==> src/rtl/mips_main_control_fsm.sv <==
// Multicycle MIPS main control FSM: sequences fetch/decode/execute/memory/writeback
// and drives datapath enables plus the ALUOp/Funct pair. Optional trap: CTRL_ILLEGAL_TRAP_EN.
module mips_main_control_fsm #(
  parameter logic [3:0] RESET_STATE = 4'd0
) (
  input  logic       clk,
  input  logic       reset,
  input  logic [5:0] opcode,
  input  logic [5:0] funct,
  input  logic       mem_ready,
  output logic       PCWrite,
  output logic       PCWriteCond,
  output logic       IorD,
  output logic       MemRead,
  output logic       MemWrite,
  output logic       MemtoReg,
  output logic       IRWrite,
  output logic       RegWrite,
  output logic       RegDst,
  output logic       ALUSrcA,
  output logic [1:0] ALUSrcB,
  output logic [1:0] PCSource,
  output logic [1:0] ALUOp,
  output logic [5:0] Funct,
  output logic [3:0] state_out,
  output logic       illegal_op
);

  typedef enum logic [3:0] {
    S_FETCH   = 4'd0,
    S_DECODE  = 4'd1,
    S_MEMADR  = 4'd2,
    S_MEMRD   = 4'd3,
    S_MEMWB   = 4'd4,
    S_MEMWR   = 4'd5,
    S_RTEX    = 4'd6,
    S_RTWB    = 4'd7,
    S_BEQ     = 4'd8,
    S_IEX     = 4'd9,
    S_IWB     = 4'd10,
    S_JUMP    = 4'd11,
    S_JR      = 4'd12,
    S_ILLEGAL = 4'd15
  } state_t;

  localparam logic [5:0] OP_RTYPE = 6'b000000;
  localparam logic [5:0] OP_LW    = 6'b100011;
  localparam logic [5:0] OP_SW    = 6'b101011;
  localparam logic [5:0] OP_BEQ   = 6'b000100;
  localparam logic [5:0] OP_ADDI  = 6'b001000;
  localparam logic [5:0] OP_ADDIU = 6'b001001;
  localparam logic [5:0] OP_LUI   = 6'b001111;
  localparam logic [5:0] OP_ORI   = 6'b001101;
  localparam logic [5:0] OP_J     = 6'b000010;
  localparam logic [5:0] FN_JR    = 6'b001000;

  state_t state, next_state;
  logic   is_logic_imm;

  assign is_logic_imm = (opcode == OP_LUI) || (opcode == OP_ORI);

  always_ff @(posedge clk) begin
    if (reset) state <= state_t'(RESET_STATE);
    else       state <= next_state;
  end

  always_comb begin
    next_state = state;
    case (state)
      S_FETCH:  if (mem_ready) next_state = S_DECODE;
      S_DECODE: begin
        case (opcode)
          OP_RTYPE:                       next_state = (funct == FN_JR) ? S_JR : S_RTEX;
          OP_LW, OP_SW:                   next_state = S_MEMADR;
          OP_BEQ:                         next_state = S_BEQ;
          OP_ADDI, OP_ADDIU, OP_LUI, OP_ORI: next_state = S_IEX;
          OP_J:                           next_state = S_JUMP;
`ifdef CTRL_ILLEGAL_TRAP_EN
          default:                        next_state = S_ILLEGAL;
`else
          default:                        next_state = S_FETCH;
`endif
        endcase
      end
      S_MEMADR: next_state = (opcode == OP_LW) ? S_MEMRD : S_MEMWR;
      S_MEMRD:  if (mem_ready) next_state = S_MEMWB;
      S_MEMWB:  next_state = S_FETCH;
      S_MEMWR:  if (mem_ready) next_state = S_FETCH;
      S_RTEX:   next_state = S_RTWB;
      S_RTWB:   next_state = S_FETCH;
      S_BEQ:    next_state = S_FETCH;
      S_IEX:    next_state = S_IWB;
      S_IWB:    next_state = S_FETCH;
      S_JUMP:   next_state = S_FETCH;
      S_JR:     next_state = S_FETCH;
`ifdef CTRL_ILLEGAL_TRAP_EN
      S_ILLEGAL: next_state = S_ILLEGAL;
`endif
      default:  next_state = S_FETCH;
    endcase
  end

`ifdef CTRL_ILLEGAL_TRAP_EN
  // Set on entry so the flag is already visible during the first ILLEGAL cycle.
  logic illegal_q;
  always_ff @(posedge clk) begin
    if (reset)                        illegal_q <= 1'b0;
    else if (next_state == S_ILLEGAL) illegal_q <= 1'b1;
  end
  assign illegal_op = illegal_q & ~reset;
`else
  assign illegal_op = 1'b0;
`endif

  // While reset is high every output is held at zero regardless of state.
  always_comb begin
    PCWrite     = 1'b0;
    PCWriteCond = 1'b0;
    IorD        = 1'b0;
    MemRead     = 1'b0;
    MemWrite    = 1'b0;
    MemtoReg    = 1'b0;
    IRWrite     = 1'b0;
    RegWrite    = 1'b0;
    RegDst      = 1'b0;
    ALUSrcA     = 1'b0;
    ALUSrcB     = 2'b00;
    PCSource    = 2'b00;
    ALUOp       = 2'b00;
    Funct       = 6'b000000;
    state_out   = 4'd0;
    if (!reset) begin
      state_out = state;
      case (state)
        S_FETCH: begin
          MemRead = 1'b1;
          ALUSrcB = 2'b01;
          IRWrite = mem_ready;
          PCWrite = mem_ready;
        end
        S_DECODE: ALUSrcB = 2'b11;
        S_MEMADR: begin
          ALUSrcA = 1'b1;
          ALUSrcB = 2'b10;
        end
        S_MEMRD: begin
          MemRead = 1'b1;
          IorD    = 1'b1;
        end
        S_MEMWB: begin
          RegWrite = 1'b1;
          MemtoReg = 1'b1;
        end
        S_MEMWR: begin
          MemWrite = 1'b1;
          IorD     = 1'b1;
        end
        S_RTEX: begin
          ALUSrcA = 1'b1;
          ALUOp   = 2'b10;
          Funct   = funct;
        end
        S_RTWB: begin
          RegWrite = 1'b1;
          RegDst   = 1'b1;
          ALUOp    = 2'b10;
          Funct    = funct;
        end
        S_BEQ: begin
          ALUSrcA     = 1'b1;
          ALUOp       = 2'b01;
          PCWriteCond = 1'b1;
          PCSource    = 2'b01;
        end
        S_IEX: begin
          ALUSrcA = 1'b1;
          ALUSrcB = 2'b10;
          if (is_logic_imm) begin
            ALUOp = 2'b11;
            Funct = opcode;
          end
        end
        S_IWB: begin
          RegWrite = 1'b1;
          if (is_logic_imm) begin
            ALUOp = 2'b11;
            Funct = opcode;
          end
        end
        S_JUMP: begin
          PCWrite  = 1'b1;
          PCSource = 2'b10;
        end
        S_JR: begin
          PCWrite  = 1'b1;
          PCSource = 2'b11;
          ALUOp    = 2'b10;
          Funct    = funct;
        end
        default: ;
      endcase
    end
  end

endmodule

==> config.mk <==
export PLATFORM = sky130hd
export DESIGN_NAME = mips_main_control_fsm
export DESIGN_NICKNAME = d
export VERILOG_FILES = /design/src/rtl/mips_main_control_fsm.sv
export SDC_FILE = /design/constraint.sdc
export NUM_CORES = 1
export LEC_CHECK = 0
export ABC_AREA = 1
export CAP_MARGIN = 20
export CORE_UTILIZATION = 40
export DETAILED_ROUTE_END_ITERATION = 8
export PLACE_DENSITY = 0.85
export SLEW_MARGIN = 20
export SYNTH_ARGS = -nofsm -noshare
export SYNTH_HDL_FRONTEND = slang
export SYNTH_SLANG_ARGS = --single-unit
==> constraint.sdc <==
create_clock -name clk -period 3.51 [get_ports clk]
set_input_delay 0.5265 -clock clk [delete_from_list [all_inputs] [get_ports clk]]
set_output_delay 0.5265 -clock clk [all_outputs]
set_load 0.1 [all_outputs]
==> flow_summary.rst, run 1 <==
.. list-table::
   :header-rows: 1

   * - Metric
     - Value
   * - Basic-gate share of the synthesized area counting and, or, nand and nor cells
     - 0.594
   * - Final-stage net count
     - 207
   * - Post-synthesis compound-gate area fraction
     - 0.138
   * - Leakage power summed over all cells
     - 0.604 nW
   * - Filler Cell Count
     - 164
   * - IO buf count
     - 40
   * - Hold Crit Class
     - reg -> reg
   * - Remaining global-route overflow
     - 0
   * - Wire length of the first global-routing pass
     - 3590 microns
   * - Final routed wirelength across all metal layers
     - 2220 microns
   * - Top-level port count
     - 42
   * - Detailed-route vias per instance
     - 5.01
   * - Total via count in the routed design
     - 1,032
   * - Clock Sink Count
     - 4
   * - Number of iterations in the first detailed-routing pass
     - 6
   * - Final worst path period need
     - 2.57 ns
   * - Synth warn
     - 0
   * - Overall routing resource usage
     - 0.242
   * - Number of antenna repair diodes
     - 0
   * - Mapped cell area
     - 706 sq um
   * - Biggest registers after layout
     - state: 4 flops
   * - Achievable Freq
     - 0.389 GHz
   * - Total Die Area
     - 1940 sq um
   * - Number of instances on the worst hold path
     - 4
   * - Share of synthesized area spent on multiplexers
     - 0
   * - H-tree levels
     - 1
   * - Number of global-route vias before repair
     - 913
   * - Launch instance of the worst register-to-register path
     - state[2]
   * - Final-report setup violation count
     - 0
   * - Depth of the worst register-to-register path
     - 6
   * - Critical path class
     - in -> out
   * - Post-cts hold buffer count
     - 0
   * - Setup crit end kind
     - output port
   * - Synthesized-area fraction occupied by xor and xnor cells
     - 0
   * - Run status
     - finished, violations left
   * - Worst-path fanout max
     - 5
   * - Hold violation count in the final report
     - 0
   * - Area share of the largest cell type after synthesis
     - 0.229
   * - Category of the worst setup path launch point
     - input pin
   * - Data arrival time at the worst-slack endpoint
     - 2.04 ns
   * - Post-detailed-route wirelength per cell
     - 10.8 microns
   * - Cell Pwr Density
     - 246 nW/um^2
   * - Layout Area Growth over Synthesis
     - 52.5%
   * - Clock tree from TritonCTS
     - done
   * - Sequential element share of the synthesized area
     - 0.113
   * - DP Wirelength
     - 1870 microns
   * - Pwr Total
     - 0.265 mW
   * - Unrepaired setup endpoints after global routing
     - false
   * - Post-route clock period utilization
     - 0.732
   * - Startpoint of the lowest-slack hold path
     - state[2]
   * - Share of cells above drive strength 1
     - 0.195
   * - Syn Nets
     - 164
   * - Commonest register cell after synthesis
     - sky130_fd_sc_hd__dfxtp_1
   * - DRC violations left
     - 4
   * - Clock Skew
     - 0.00350 ns
   * - Placeable core region
     - 1580 sq um
   * - Die Height
     - 44 microns
   * - Cell with the most instances after synthesis
     - sky130_fd_sc_hd__nand2_1
   * - Peak supply drop
     - 244 uV
   * - Register ranked first by flip-flop count
     - state
   * - Critical path required time
     - 2.98 ns
   * - Placer's final routability congestion estimate
     - 0.902
   * - Buffer type at the clock tree root
     - sky130_fd_sc_hd__clkbuf_4
   * - Cts bufs inserted
     - 3
   * - Post-CTS Setup Inserts
     - 0
   * - Largest cells by area after synthesis
     - sky130_fd_sc_hd__nand2_1, sky130_fd_sc_hd__nor2_1, sky130_fd_sc_hd__inv_1, sky130_fd_sc_hd__dfxtp_1, sky130_fd_sc_hd__nand3_1
   * - Avg Synthesized Cell Area
     - 4.74 sq um
   * - Number of unique standard cell types used by synthesis
     - 22
   * - Launching instance or port of the critical path
     - opcode[3]
   * - Max-cap violation count
     - 0
   * - Commonest cells in the netlist
     - sky130_fd_sc_hd__nand2_1, sky130_fd_sc_hd__nor2_1, sky130_fd_sc_hd__inv_1
   * - Number of instances in the synthesized netlist
     - 149
   * - Violated checks
     - design-rule violations
   * - Placed standard-cell area
     - 1050 sq um
   * - Flip-flop count of the largest register after layout
     - 4
   * - Largest buffer count on any clock path
     - 2
   * - Number of enable-type register cells in the synthesized netlist
     - 0
   * - Number of max-slew violations in the final report
     - 0
   * - Clock latency at the later pin of the worst-skew pair
     - 0.23 ns
   * - Number of design-rule violations left by the first detailed-router iteration
     - 14
   * - Antenna violations before repair
     - 0
   * - Post-route setup TNS
     - 0 ns
   * - Count of nets left with antenna violations after detail routing
     - 0
   * - Initial cell density of the core
     - 0.448
   * - CTS clk-pin slew, worst paths
     - 0.03 ns
   * - Post-synthesis adder-cell area fraction
     - 0
   * - Post-CTS sizing
     - 0
   * - Share of synthesized flip-flops with an asynchronous set or reset
     - 0
   * - Largest family of logic cells by synthesized area
     - simple AND/OR/NAND/NOR gates
   * - Post-layout instance area
     - 1080 sq um
   * - Die width
     - 44 microns
   * - Pin count of the biggest net entering global routing
     - 22
   * - Standard-cell rows
     - 14
   * - Flip-flop and latch count after synthesis
     - 4
   * - Most area-hungry cell type in the Yosys netlist
     - sky130_fd_sc_hd__nand2_1
## per-stage QoR
step	instances	hold slack (ns)	util	setup WS (ns)
after floorplan	149	0.711	-	0.142
after global placement	203	0.630	0.668	1.01
after detailed placement	203	0.633	0.668	0.948
after CTS	206	0.640	0.683	0.934
after global routing	206	0.706	0.683	0.746
final	206	0.637	0.683	0.941
## path summary, 6_finish.rpt
check / end / slack [ns]
min reg2reg: state[2] / 0.64
max: ALUOp[0] / 0.94
min: state[2] / 0.64
max reg2reg: state[3] / 2.20
## critical path, cell delays in order
cell and delay (ns):
sky130_fd_sc_hd__clkdlybuf4s50_1 0.53, sky130_fd_sc_hd__nand2_1 0.07, sky130_fd_sc_hd__nor2_1 0.09, sky130_fd_sc_hd__nand2_1 0.07, sky130_fd_sc_hd__a21oi_1 0.17, sky130_fd_sc_hd__nand2_1 0.15, sky130_fd_sc_hd__o21ai_0 0.12, sky130_fd_sc_hd__buf_4 0.32
## cells by family (layout without fill, tap and decap cells)
family,Yosys count,after routing
AO/OA/AOI/OAI,17,17
AND/OR/NAND/NOR,100,100
other,1,1
flip-flops,4,4
buffers and inverters,27,68
## report_power, final
group	internal, mW	switching, mW
sequential	0.0486	0.00224
clock	0.0381	0.0173
combinational	0.0420	0.116
## layout by cell type, fill, tap and decap left out, drive strengths merged, types with 2 or more instances in the layout
master,Yosys,final
dfxtp,4,4
nand2,46,46
clkbuf,1,3
nand3,15,15
nor3,2,2
clkdlybuf4s50,0,14
buf,2,27
a31oi,3,3
o21ai,5,5
inv,24,24
nor2,36,36
a21oi,7,7
## cell type report
| class | count | area, sq um | area share |
|---|---|---|---|
| clock buffer | 3 | 22.5 | 0.0209 |
| inverter | 24 | 90.1 | 0.0837 |
| multi-input combinational | 118 | 520 | 0.484 |
| sequential | 4 | 80.1 | 0.0744 |
| tap | 16 | 20.0 | 0.0186 |
| timing repair buffer | 41 | 343 | 0.319 |
## per-layer routing
layer,share of wire,vias to the layer above,GRT usage
met5,0,-,0
met4,0.0036,0,0.0727
met3,0.057,2,0.0458
met2,0.50,32,0.435
met1,0.44,453,0.286
li1,-,545,-
(Power assumes the default switching activity.)
==> inputs of run 2 (changes only) <==
CORE_UTILIZATION = 37   (was 40)
PLACE_DENSITY = 0.79   (was 0.85)
clock period = 2.44 ns   (was 3.51 ns; I/O delays follow)
==> flow_summary.rst, run 2 (synthesis gave the netlist of run 1 again) <==
.. list-table::
   :header-rows: 1

   * - Metric
     - Value
   * - Clock latency at the later pin of the worst-skew pair
     - 0.23 ns (about the same)
   * - CTS clk-pin slew, worst paths
     - 0.03 ns (about the same)
   * - Largest delay contributor family on the critical path
     - simple AND/OR/NAND/NOR gates
   * - Register ranked first by flip-flop count
     - state
   * - Startpoint of the lowest-slack hold path
     - state[1]
   * - Layout Area Growth over Synthesis
     - 105%
   * - Most common library cell in the layout ignoring fill and taps
     - sky130_fd_sc_hd__nand2_1
   * - Number of iterations in the first detailed-routing pass
     - 5 (-1)
   * - Number of max-slew violations in the final report
     - 0 (unchanged)
   * - IO buf count
     - 40 (unchanged)
   * - Standard-cell rows
     - 15 (+1)
   * - Final-stage net count
     - 207 (unchanged)
   * - Final routed wirelength across all metal layers
     - 2800 microns (+26%)
   * - Placeable core region
     - 1760 sq um (+12%)
   * - Ordered list of cells on the worst path
     - nor2_1, nand3_1, nand3_1, nand2_2, o21ai_1, buf_12
   * - Buffer type at the clock tree root
     - sky130_fd_sc_hd__clkbuf_4
   * - Final worst path period need
     - 2.24 ns
   * - Launch instance of the worst register-to-register path
     - state[2]
   * - Clock tree from TritonCTS
     - done
   * - Count of nets left with antenna violations after detail routing
     - 0 (unchanged)
   * - Clock Skew
     - 0.00278 ns (-0.000724 ns)
   * - Hold Crit Class
     - reg -> reg
   * - Most utilized layer in the global route result
     - met2
   * - Launching instance or port of the critical path
     - state[1]
   * - Critical path required time
     - 2.07 ns (-0.91 ns)
   * - Post-layout instance area
     - 1440 sq um (+34%)
   * - Critical-path top delay cell
     - sky130_fd_sc_hd__dfxtp_1
   * - Overall routing resource usage
     - 0.315 (+0.0728)
   * - Number of global-route vias before repair
     - 1,071 (+17%)
   * - H-tree levels
     - 1 (unchanged)
   * - Top-level port count
     - 42 (unchanged)
   * - Worst path buffer plus inverter count
     - 1 (-1)
   * - Cts bufs inserted
     - 3 (unchanged)
   * - Biggest registers after layout
     - state: 4 flops
   * - Leakage power summed over all cells
     - 0.681 nW (+13%)
   * - DP Wirelength
     - 2450 microns (+31%)
   * - Placer's final routability congestion estimate
     - 0.962 (+6.6%)
   * - Number of design-rule violations left by the first detailed-router iteration
     - 36 (+22)
   * - Antenna violations before repair
     - 0 (unchanged)
   * - Post-detailed-route wirelength per cell
     - 13.0 microns (+21%)
   * - Post-cts hold buffer count
     - 0 (unchanged)
   * - Post-route setup TNS
     - 0 ns (unchanged)
   * - Filler Cell Count
     - 136 (-17%)
   * - Post-CTS Setup Inserts
     - 0 (unchanged)
   * - Commonest cells after routing, fill and taps aside
     - sky130_fd_sc_hd__nand2_1, sky130_fd_sc_hd__nor2_1, sky130_fd_sc_hd__buf_12
   * - Unrepaired setup endpoints after global routing
     - false
   * - Multi-input combinational cell area
     - 552 sq um (+6.0%)
   * - Max-cap violation count
     - 0 (unchanged)
   * - Initial cell density of the core
     - 0.400 (-0.0476)
   * - Data arrival time at the worst-slack endpoint
     - 1.87 ns (-0.17 ns)
   * - Placed standard-cell area
     - 1420 sq um (+35%)
   * - Final-report setup violation count
     - 0 (unchanged)
   * - Run status
     - completed
   * - Global routing met1 resource utilization
     - 0.311 (+0.0249)
   * - Wire length of the first global-routing pass
     - 4630 microns (+29%)
   * - Met3 Resource Use GR
     - 0.0714 (+0.0256)
   * - Die width
     - 45.7 microns (+3.8%)
   * - Hold violation count in the final report
     - 0 (unchanged)
   * - Post-route clock period utilization
     - 0.916
   * - Largest buffer count on any clock path
     - 2 (unchanged)
   * - Critical path's most frequent cell
     - sky130_fd_sc_hd__nand3_1
   * - Total via count in the routed design
     - 1,119 (+8.4%)
   * - DRC violations left
     - 0 (-4)
   * - Clock Sink Count
     - 4 (unchanged)
   * - Met2 demand-to-capacity share in global routing
     - 0.543 (+0.108)
   * - Critical path class
     - reg -> out
   * - Crit-path max cell delay
     - 0.37 ns (-0.16 ns)
   * - Pin count of the biggest net entering global routing
     - 21 (-4.5%)
   * - Cell Pwr Density
     - 296 nW/um^2 (+20%)
   * - Detailed-route vias per instance
     - 5.20 (+3.9%)
   * - Total Die Area
     - 2090 sq um (+7.7%)
   * - Flop-to-flop setup slack
     - 1.08 ns (-1.12 ns)
   * - Number of antenna repair diodes
     - 0 (unchanged)
   * - Post-CTS sizing
     - 0 (unchanged)
   * - Share of cells above drive strength 1
     - 0.226 (+0.0316)
   * - Sequential cell area
     - 80.1 sq um (unchanged)
   * - Remaining global-route overflow
     - 0 (unchanged)
   * - Die Height
     - 45.7 microns (+3.8%)
   * - Setup crit end kind
     - output port
   * - Achievable Freq
     - 0.447 GHz
   * - Category of the worst setup path launch point
     - flip-flop
   * - Flip-flop count of the largest register after layout
     - 4 (unchanged)
   * - Peak supply drop
     - 324 uV (+33%)
   * - Worst-path fanout max
     - 6 (+1)
   * - Hold_ws
     - 0.684 ns (+0.0466 ns)
run 2: changes by cell type in the layout (fill, tap and decap cells not counted), moves of 2 or more:
cell / before / now
sky130_fd_sc_hd__a31oi_1: 3 / 0
sky130_fd_sc_hd__buf_12: 0 / 26
sky130_fd_sc_hd__a21oi_2: 0 / 2
sky130_fd_sc_hd__a31oi_2: 0 / 3
sky130_fd_sc_hd__buf_4: 27 / 1
sky130_fd_sc_hd__a21oi_1: 7 / 5
run 2: metrics by stage:
step / setup WS, ns / utilization / total power [mW] / std cells
after detailed placement: 0.226 / 0.806 / 0.346 / 212
after global routing: 0.0513 / 0.818 / 0.446 / 215
after floorplan: -0.242 / - / 0.246 / 149
after CTS: 0.202 / 0.818 / 0.431 / 215
after global placement: 0.289 / 0.806 / 0.338 / 212
final: 0.204 / 0.818 / 0.427 / 215
run 2: final timing paths:
kind                    to  depth (start not counted)
setup / recovery  Funct[3]                          6
setup reg to reg  state[1]                          9
hold reg to reg   state[1]                          4
hold / removal    state[1]                          4
run 2: routing by layer:
metal | routed length, microns | part of all wire
met1 | 1000 | 0.36
met2 | 1420 | 0.51
met3 | 210 | 0.075
met4 | 163 | 0.058
met5 | 0 | 0
run 2: final cells by class:
class	instances	area share
clock buffer	3	0.0156
tap	25	0.0217
sequential	4	0.0555
multi-input combinational	118	0.382
timing repair buffer	41	0.463
inverter	24	0.0624
run 2: power breakdown:
| group | internal, mW | total, mW | leakage (nW) | switching [mW] |
|---|---|---|---|---|
| logic | 0.0914 | 0.273 | 0.635 | 0.182 |
| clock network | 0.0549 | 0.0809 | 0.0138 | 0.0260 |
| registers | 0.0699 | 0.0732 | 0.0325 | 0.00334 |
run 2: tightest hold or removal path: stages (launching register included):
cell                      delay [ns]
sky130_fd_sc_hd__dfxtp_1        0.37
sky130_fd_sc_hd__inv_1          0.08
sky130_fd_sc_hd__nor2_1         0.07
sky130_fd_sc_hd__nand2_1        0.07
sky130_fd_sc_hd__nand2_1        0.04
==> inputs of run 3 (changes only) <==
CORE_MARGIN = 8   (was default)
==> flow_summary.rst, run 3 (synthesis gave the netlist of run 1 again) <==
.. list-table::
   :header-rows: 1

   * - Metric
     - Value
   * - Ordered list of cells on the worst path
     - clkdlybuf4s50_1, nor2_1, nand2_1, a21oi_1, nand2_1, o21ai_1, buf_12
   * - Number of instances on the worst hold path
     - 4 (unchanged)
   * - Max-cap violation count
     - 0 (unchanged)
   * - Post-route setup TNS
     - 0 ns (unchanged)
   * - Post-CTS Setup Inserts
     - 0 (unchanged)
   * - Largest delay contributor family on the critical path
     - buffers and inverters
   * - CTS clk-pin slew, worst paths
     - 0.03 ns (about the same)
   * - Worst path buffer plus inverter count
     - 2 (+1)
   * - Share of cells above drive strength 1
     - 0.226 (unchanged)
   * - H-tree levels
     - 1 (unchanged)
   * - Data arrival time at the worst-slack endpoint
     - 1.88 ns (about the same)
   * - Buffer type at the clock tree root
     - sky130_fd_sc_hd__clkbuf_4
   * - Standard-cell rows
     - 15 (unchanged)
   * - Setup crit end kind
     - output port
   * - Cell Pwr Density
     - 292 nW/um^2 (-1.3%)
   * - Flip-flop count of the largest register after layout
     - 4 (unchanged)
   * - Total Die Area
     - 3560 sq um (+71%)
   * - Final-stage net count
     - 207 (unchanged)
   * - Number of max-slew violations in the final report
     - 0 (unchanged)
   * - Post-CTS sizing
     - 0 (unchanged)
   * - Number of iterations in the first detailed-routing pass
     - 4 (-1)
   * - Placer's final routability congestion estimate
     - 0.870 (-9.6%)
   * - Largest buffer count on any clock path
     - 2 (unchanged)
   * - Register ranked first by flip-flop count
     - state
   * - Commonest cells after routing, fill and taps aside
     - sky130_fd_sc_hd__nand2_1, sky130_fd_sc_hd__nor2_1, sky130_fd_sc_hd__buf_12
   * - Die Height
     - 59.7 microns (+31%)
   * - Clock Sink Count
     - 4 (unchanged)
   * - Critical path required time
     - 2.07 ns (about the same)
   * - Worst R2R End
     - state[1]
   * - Layout Area Growth over Synthesis
     - 105% (unchanged)
   * - Leakage power summed over all cells
     - 0.681 nW (unchanged)
   * - Post-route clock period utilization
     - 0.922 (+0.00588)
   * - Detailed-route vias per instance
     - 4.82 (-7.4%)
   * - Pin count of the biggest net entering global routing
     - 21 (unchanged)
   * - Initial cell density of the core
     - 0.400 (unchanged)
   * - Die width
     - 59.7 microns (+31%)
   * - Number of global-route vias before repair
     - 975 (-9.0%)
   * - Final worst path period need
     - 2.25 ns (+0.0143 ns)
   * - Final Core Density
     - 0.818 (unchanged)
   * - Clock tree from TritonCTS
     - done
   * - Startpoint of the lowest-slack hold path
     - state[1]
   * - Depth of the worst register-to-register path
     - 9 (unchanged)
   * - DRC violations left
     - 0 (unchanged)
   * - Launch instance of the worst register-to-register path
     - state[2]
   * - Final-report setup violation count
     - 0 (unchanged)
   * - Run status
     - completed
   * - Most common library cell in the layout ignoring fill and taps
     - sky130_fd_sc_hd__nand2_1
   * - Total via count in the routed design
     - 1,036 (-7.4%)
   * - Critical path class
     - in -> out
   * - IO buf count
     - 40 (unchanged)
   * - Placeable core region
     - 1760 sq um (unchanged)
   * - Hold violation count in the final report
     - 0 (unchanged)
   * - Top-level port count
     - 42 (unchanged)
   * - Remaining global-route overflow
     - 0 (unchanged)
   * - Cts bufs inserted
     - 3 (unchanged)
   * - Peak supply drop
     - 375 uV (+16%)
   * - Number of antenna repair diodes
     - 0 (unchanged)
   * - Antenna violations before repair
     - 0 (unchanged)
   * - DP Wirelength
     - 2400 microns (-2.1%)
   * - Post-cts hold buffer count
     - 0 (unchanged)
   * - Biggest registers after layout
     - state: 4 flops
   * - Unrepaired setup endpoints after global routing
     - false
   * - Flop-to-flop setup slack
     - 1.11 ns (+0.03 ns)
   * - Hold Crit Class
     - reg -> reg
   * - Critical-path top delay cell
     - sky130_fd_sc_hd__clkdlybuf4s50_1
   * - Worst-path fanout max
     - 5 (-1)
   * - Clock Skew
     - 0.000515 ns (-0.00226 ns)
   * - Count of nets left with antenna violations after detail routing
     - 0 (unchanged)
   * - Number of design-rule violations left by the first detailed-router iteration
     - 30 (-17%)
   * - Post-detailed-route wirelength per cell
     - 12.5 microns (-3.5%)
   * - Crit-path max cell delay
     - 0.42 ns (+0.05 ns)
   * - Critical path's most frequent cell
     - sky130_fd_sc_hd__nand2_1
   * - Wire length of the first global-routing pass
     - 4230 microns (-8.6%)
   * - Final routed wirelength across all metal layers
     - 2700 microns (-3.5%)
   * - Overall routing resource usage
     - 0.153 (-0.162)
   * - Achievable Freq
     - 0.444 GHz (-0.64%)
   * - Hold-critical path endpoint
     - state[1]
   * - Clock latency at the later pin of the worst-skew pair
     - 0.23 ns (about the same)
   * - Category of the worst setup path launch point
     - input pin
-- run 3: cell counts in the layout (fill, tap and decap cells not counted) --
No cell type changed its count.
-- run 3: where the power goes --
group | internal, mW | switching [mW]
Sequential | 0.0699 | 0.00371
Clock | 0.0548 | 0.0243
Combinational | 0.0914 | 0.178
Total | 0.216 | 0.206
-- run 3: layout make-up --
type                            count  area [sq um]
Tap cell                           25          31.3
Fill cell                         126           320
Multi-Input combinational cell    118           552
Clock buffer                        3          22.5
Sequential cell                     4          80.1
Inverter                           24          90.1
Timing Repair Buffer               41           668
-- run 3: worst reg2reg max path, cell delays in order, from the launching register on --
cell and delay [ns]:
sky130_fd_sc_hd__dfxtp_1 0.40, sky130_fd_sc_hd__inv_2 0.08, sky130_fd_sc_hd__nand2_1 0.10, sky130_fd_sc_hd__inv_1 0.07
sky130_fd_sc_hd__nand2_1 0.20, sky130_fd_sc_hd__nand2_1 0.08, sky130_fd_sc_hd__nor2_1 0.10, sky130_fd_sc_hd__nand3_1 0.07
sky130_fd_sc_hd__nand2_1 0.07, sky130_fd_sc_hd__nand2_1 0.05
-- run 3: per-layer routing --
| metal | global-route usage | part of all wire | wire length (microns) |
|---|---|---|---|
| met5 | 0 | 0 | 0 |
| met4 | 0.0816 | 0.017 | 45 |
| met3 | 0.0214 | 0.058 | 156 |
| met2 | 0.266 | 0.48 | 1290 |
| met1 | 0.173 | 0.45 | 1200 |
-- run 3: metrics by stage --
stage	instance area, sq um	power (mW)	hold WS [ns]	std cells	setup WS [ns]
3_3_place_gp	1420	0.340	0.665	212	0.291
5_1_grt	1440	0.444	0.723	215	0.0696
2_1_floorplan	737	0.246	0.576	149	-0.242
3_5_place_dp	1420	0.344	0.687	212	0.207
4_1_cts	1440	0.426	0.697	215	0.203
6_report	1440	0.422	0.690	215	0.190
-- run 3: how the worst max path moves through the flow --
stage          cells after the start        to  slack (ns)  startpoint
2_1_floorplan                      6  Funct[2]       -0.24    state[2]
3_3_place_gp                       7  Funct[3]        0.29   opcode[5]
3_5_place_dp                       7  ALUOp[0]        0.21   opcode[5]
4_1_cts                            7  ALUOp[0]        0.20   opcode[5]
5_1_grt                            7  Funct[3]        0.07   opcode[5]
6_report                           7  Funct[3]        0.19   opcode[5]
